`config.mk`:
```
export PLATFORM = sky130hd
export DESIGN_NAME = rf_port_arbiter
export DESIGN_NICKNAME = d
export VERILOG_FILES = /design/src/rtl/rf_port_arbiter.sv
export SDC_FILE = /design/constraint.sdc
export NUM_CORES = 1
export LEC_CHECK = 0
export ABC_AREA = 1
export CORE_ASPECT_RATIO = 1.5
export CORE_MARGIN = 2
export CORE_UTILIZATION = 25
export DETAILED_ROUTE_END_ITERATION = 8
export PLACE_DENSITY = 0.55
export SKIP_CTS_REPAIR_TIMING = 1
export SLEW_MARGIN = 40
export SYNTH_ARGS = -nofsm -noshare
export SYNTH_HDL_FRONTEND = slang
export SYNTH_SLANG_ARGS = --single-unit
```
`constraint.sdc`:
```
create_clock -name clk -period 2.7 [get_ports clk]
set_clock_uncertainty 0.15 [all_clocks]
set_input_delay 0.405 -clock clk [delete_from_list [all_inputs] [get_ports clk]]
set_output_delay 0.405 -clock clk [all_outputs]
set_load 0.05 [all_outputs]
```
`src/rtl/rf_port_arbiter.sv`:
```
// Round-robin arbiter sharing the single register-file access port among N_REQ requesters.
// Each grant runs exactly one read or write; every output is registered.
module rf_port_arbiter #(
    parameter int N_REQ  = 3,
    parameter int W      = 8,
    parameter int RD_LAT = 1
) (
    input  logic                 clk,
    input  logic                 rst,
    input  logic [N_REQ-1:0]     req,
    input  logic [N_REQ-1:0]     req_we,
    input  logic [3*N_REQ-1:0]   req_sel,
    input  logic [W*N_REQ-1:0]   req_wd,
    output logic [N_REQ-1:0]     gnt,
    output logic [N_REQ-1:0]     done,
    output logic [N_REQ-1:0]     err,
    output logic [W-1:0]         rdata,
    output logic                 busy,
    output logic [W-1:0]         rf_d,
    output logic                 rf_as,
    output logic                 rf_bs,
    output logic                 rf_cs,
    output logic                 rf_ds,
    output logic                 rf_fs,
    output logic                 rf_re,
    output logic                 rf_we,
    input  logic [W-1:0]         rf_p
);

    localparam int IDXW = (N_REQ > 1) ? $clog2(N_REQ) : 1;

    typedef enum logic [1:0] {
        IDLE  = 2'd0,
        ISSUE = 2'd1,
        WAIT  = 2'd2
    } state_t;

    state_t             state, state_nx;
    logic [IDXW-1:0]    rr_last, rr_nx;
    logic [N_REQ-1:0]   op_hot, hot_nx;
    logic               op_we, we_nx;
    logic               op_err, op_err_nx;
    logic [2:0]         cnt, cnt_nx;

    logic [N_REQ-1:0]   gnt_nx, done_nx, err_nx;
    logic [W-1:0]       rdata_nx, rf_d_nx;
    logic               busy_nx, re_nx, wes_nx;
    logic [4:0]         sel_nx;

    logic               found;
    logic [IDXW-1:0]    win;
    logic [IDXW:0]      pos;
    logic [2:0]         sel_w;
    logic [W-1:0]       wd_w;
    logic               we_w;

    // Handshake: a requester holds req (with we/sel/wd stable) until it sees gnt, then
    // drops it or presents a new op on the next edge; done/err close out the op.
    always_comb begin
        state_nx  = state;
        rr_nx     = rr_last;
        hot_nx    = op_hot;
        we_nx     = op_we;
        op_err_nx = op_err;
        cnt_nx    = cnt;
        gnt_nx    = '0;
        done_nx   = '0;
        err_nx    = '0;
        rdata_nx  = rdata;
        rf_d_nx   = '0;
        sel_nx    = '0;
        re_nx     = 1'b0;
        wes_nx    = 1'b0;
        found     = 1'b0;
        win       = '0;
        pos       = '0;
        sel_w     = '0;
        wd_w      = '0;
        we_w      = 1'b0;

        // Scan starts just after the last winner and wraps, giving strict round-robin.
        for (int i = 0; i < N_REQ; i++) begin
            pos = {1'b0, rr_last} + (IDXW+1)'(i + 1);
            if (pos >= (IDXW+1)'(N_REQ))
                pos = pos - (IDXW+1)'(N_REQ);
            if (!found && req[pos[IDXW-1:0]]) begin
                found = 1'b1;
                win   = pos[IDXW-1:0];
            end
        end

        for (int i = 0; i < N_REQ; i++) begin
            if (win == IDXW'(i)) begin
                sel_w = req_sel[3*i +: 3];
                wd_w  = req_wd[W*i +: W];
                we_w  = req_we[i];
            end
        end

        case (state)
            IDLE: begin
                if (found) begin
                    state_nx = ISSUE;
                    rr_nx    = win;
                    hot_nx   = N_REQ'(1) << win;
                    we_nx    = we_w;
                    gnt_nx   = hot_nx;
                    if (sel_w > 3'd4) begin
                        op_err_nx = 1'b1;
                        err_nx    = hot_nx;
                    end else begin
                        op_err_nx = 1'b0;
                        sel_nx    = 5'd1 << sel_w;
                        wes_nx    = we_w;
                        re_nx     = !we_w;
                        rf_d_nx   = we_w ? wd_w : '0;
                    end
                end
            end
            ISSUE: begin
                if (op_err || op_we) begin
                    state_nx = IDLE;
                    done_nx  = op_err ? '0 : op_hot;
                end else if (RD_LAT == 0) begin
                    state_nx = IDLE;
                    rdata_nx = rf_p;
                    done_nx  = op_hot;
                end else begin
                    state_nx = WAIT;
                    cnt_nx   = 3'(RD_LAT - 1);
                end
            end
            WAIT: begin
                if (cnt == 3'd0) begin
                    state_nx = IDLE;
                    rdata_nx = rf_p;
                    done_nx  = op_hot;
                end else begin
                    cnt_nx = cnt - 3'd1;
                end
            end
            default: state_nx = IDLE;
        endcase

        busy_nx = (state_nx != IDLE);
    end

    always_ff @(posedge clk or negedge rst) begin
        if (!rst) begin
            state   <= IDLE;
            rr_last <= IDXW'(N_REQ - 1);
            op_hot  <= '0;
            op_we   <= 1'b0;
            op_err  <= 1'b0;
            cnt     <= '0;
            gnt     <= '0;
            done    <= '0;
            err     <= '0;
            rdata   <= '0;
            busy    <= 1'b0;
            rf_d    <= '0;
            rf_as   <= 1'b0;
            rf_bs   <= 1'b0;
            rf_cs   <= 1'b0;
            rf_ds   <= 1'b0;
            rf_fs   <= 1'b0;
            rf_re   <= 1'b0;
            rf_we   <= 1'b0;
        end else begin
            state   <= state_nx;
            rr_last <= rr_nx;
            op_hot  <= hot_nx;
            op_we   <= we_nx;
            op_err  <= op_err_nx;
            cnt     <= cnt_nx;
            gnt     <= gnt_nx;
            done    <= done_nx;
            err     <= err_nx;
            rdata   <= rdata_nx;
            busy    <= busy_nx;
            rf_d    <= rf_d_nx;
            rf_as   <= sel_nx[0];
            rf_bs   <= sel_nx[1];
            rf_cs   <= sel_nx[2];
            rf_ds   <= sel_nx[3];
            rf_fs   <= sel_nx[4];
            rf_re   <= re_nx;
            rf_we   <= wes_nx;
        end
    end

endmodule

```
==> results.ini <==
[clock_network]
cts_buffers = 5
cts_num_sinks = 45
root_buffer = clkbuf_16
htreeDepth = 2
clk_latency_ps = 280
path_clk_slew_ps = 60
cts_tree = done
clock_path_buffers = 2

[grt]
grt_max_degree = 46
antenna_found_initial = 0
grt_pass1_vias = 2046
grt_overflow_total = 0
grt_pass1_wl_um = 9360
gr-usage-all-layers_pct = 11.2

[power_and_ir_drop]
p_switching_w = 0.00252
power_frac_seq_pct = 20.5
ir_drop_uv = 726
p_sw_share_pct = 49.8
internal_power_w = 0.00254
leakage_nw = 1.66
p_per_area_nw_per_um2 = 1440
clock_power_share_pct = 13.7
combPwrFrac_pct = 65.9

[sta]
timing.slew.headroom_pct = 63.7
rsz0062_at_grt = false
fin_ws_ps = 271
finalHoldViolCount = 44
clock.fmax_mhz = 412
fin_crit_sh_pct = 89.9
fin_crit_ps = 2430
hold_slack_ps = -37.1
max_slew.worst_pin.slew_ps = 545
setup_viol = 0
drv_slew = 0
fin_setup_tns_ps = 0

[die]
initial_utilization_pct = 25.5
die_x_um = 82.9
design.die.area_sq_um = 10100
core-area_sq_um = 9150
placementRows = 43
die-height_um = 122
io_pins = 82

[synthesis]
syn_area_sq_um = 2330
async_flop_share_pct = 100
synth_edf_count = 0
synth.lib_cells_used.distinct = 34
ys_seq_area_share_pct = 48.3
synth_area_per_cell_sq_um = 8.73
netlist_instances = 267
ys.flop_type = dfrtp_1
yosys_register_bits = 45
syn-num-nets = 325
yosysWarnings = 0

[layout]
final_cell_mix = clkdlybuf4s50_1 (80), nand2_1 (76), dfrtp_1 (44), inv_1 (25), nor2_1 (23)
syn_to_final_growth_pct = 50.8
num_antenna_cells = 0
drive_above_1_share_pct = 18.3
final_common_cell = clkdlybuf4s50_1
fin_nets = 418

[worst_setup_path]
critical_path.startpoint_type = flip-flop
r2r-start = rr_last[1]
criticalPathCategory = reg -> reg
end_kind = flip-flop
worst-path-max-fanout = 9
worstSetupStartpoint = rr_last[1]
cp_data_arrival_time_ps = 2490
crit_required_ps = 2760

[place]
dp_hpwl_um = 4630
io_buffers = 81
pre_cts_slack_ps = 108
place.gp.congestion = 0.765

[job]
maxCapViolations = 0

[routing]
firstDrtPassIters = 4
drt.antenna.violating_nets = 0
num_vias = 1990
m1WireLength_um = 2180
maxUsedRoutingLayer = met4
wl_met3_um = 227
wl_per_cell_um = 11.9
route.detailed.drc = 0
wl_met2_um = 3120
via_per_inst = 4.21
drtIter0Drc = 92
routed_wirelength_um = 5620

[status]
outcome = complete, but fails checks
failed_checks = negative hold slack

[hold_path]
min_path_type = in -> async

through the flow:
stage | utilization, % | std cells | area, sq um | hold WS, ps | total power, W
floorplan | - | 267 | 2330 | -40.6 | 0.00347
global placement | 36.0 | 463 | 3300 | 304 | 0.00427
detailed placement | 36.1 | 463 | 3300 | 287 | 0.00431
CTS | 38.0 | 471 | 3470 | -9.35 | 0.00502
global route | 38.5 | 473 | 3520 | 17.2 | 0.00548
finish | 38.5 | 473 | 3520 | -37.1 | 0.00506
cells by family after synthesis:
kind of cell / share of synthesized area (%)
AOI/OAI and AO/OA: 7.08
DFF: 48.3
buffers and inverters: 6.60
and+or+nand+nor: 33.2
adders and majority gates: 4.83
layout make-up:
cell class / count / area (sq um)
clock buffer: 7 / 143
clock inverter: 1 / 30.0
fill: 929 / 5630
inverter: 34 / 130
multi-input combinational: 185 / 1080
sequential: 45 / 1130
tap: 112 / 140
timing repair buffer: 89 / 868
worst paths after layout:
check                             endpoint  slack [ps]  cells past startpoint
worst max register to register     rf_d[4]         270                     14
min in group clk                  rdata[2]         320                      2
worst max-delay path               rf_d[4]         270                     14
max in group asynchronous       rr_last[1]        1900                      2
worst min register to register    rdata[2]         320                      2
worst min-delay path              rdata[5]         -40                      1
power groups by stage:
stage | Clock, W | Sequential (W) | Combinational (W)
final | 0.000690 | 0.00104 | 0.00333
after global placement | 0 | 0.00105 | 0.00322
after detailed placement | 0 | 0.00105 | 0.00326
after global routing | 0.000735 | 0.00107 | 0.00367
after floorplan | 0 | 0.00159 | 0.00188
after CTS | 0.000705 | 0.00104 | 0.00327
Yosys cell counts, drive strengths merged, types with 2 or more instances:
master	instances	area share, %
nand2	88	17
dfrtp	44	47
nor2	39	8.9
inv	33	5.3
nand3	16	5.3
a21oi	12	2.7
o21ai	10	2.3
ha	9	4.8
a22o	2	0.75
buf	2	0.97
nand4	2	0.80
or2	2	0.64
registers in the layout, indices dropped and copies added (netlist names):
| signal | count |
|---|---|
| cnt | 3 |
| rf_re | 1 |
| rr_last | 2 |
| state | 2 |
| op_hot | 3 |
| done | 3 |
| rdata | 8 |
| rf_as | 1 |
| rf_bs | 1 |
| rf_d | 8 |
| rf_we | 1 |
| rf_cs | 1 |
| op_we | 1 |
| busy | 1 |
| err | 3 |
| rf_fs | 1 |
| rf_ds | 1 |
| gnt | 3 |
| op_err | 1 |
worst max-delay path: stages, from the launching register on:
cell,delay (ps)
dfstp_2,530
inv_1,80
ha_4,310
nand2_1,100
nand2_1,130
nand2_4,90
nand3_2,100
o21ai_1,110
nor2_4,170
nand3_1,110
nand2_2,110
nand2_4,90
nand2_4,100
nand2_8,90
nor2_2,90
layer usage:
metal	track usage (%)	vias to the layer above
met5	0	-
met4	3.69	0
met3	2.08	9
met2	21.4	54
met1	12.4	913
li1	-	1014
No activity file was read; power rests on OpenSTA's default activity.
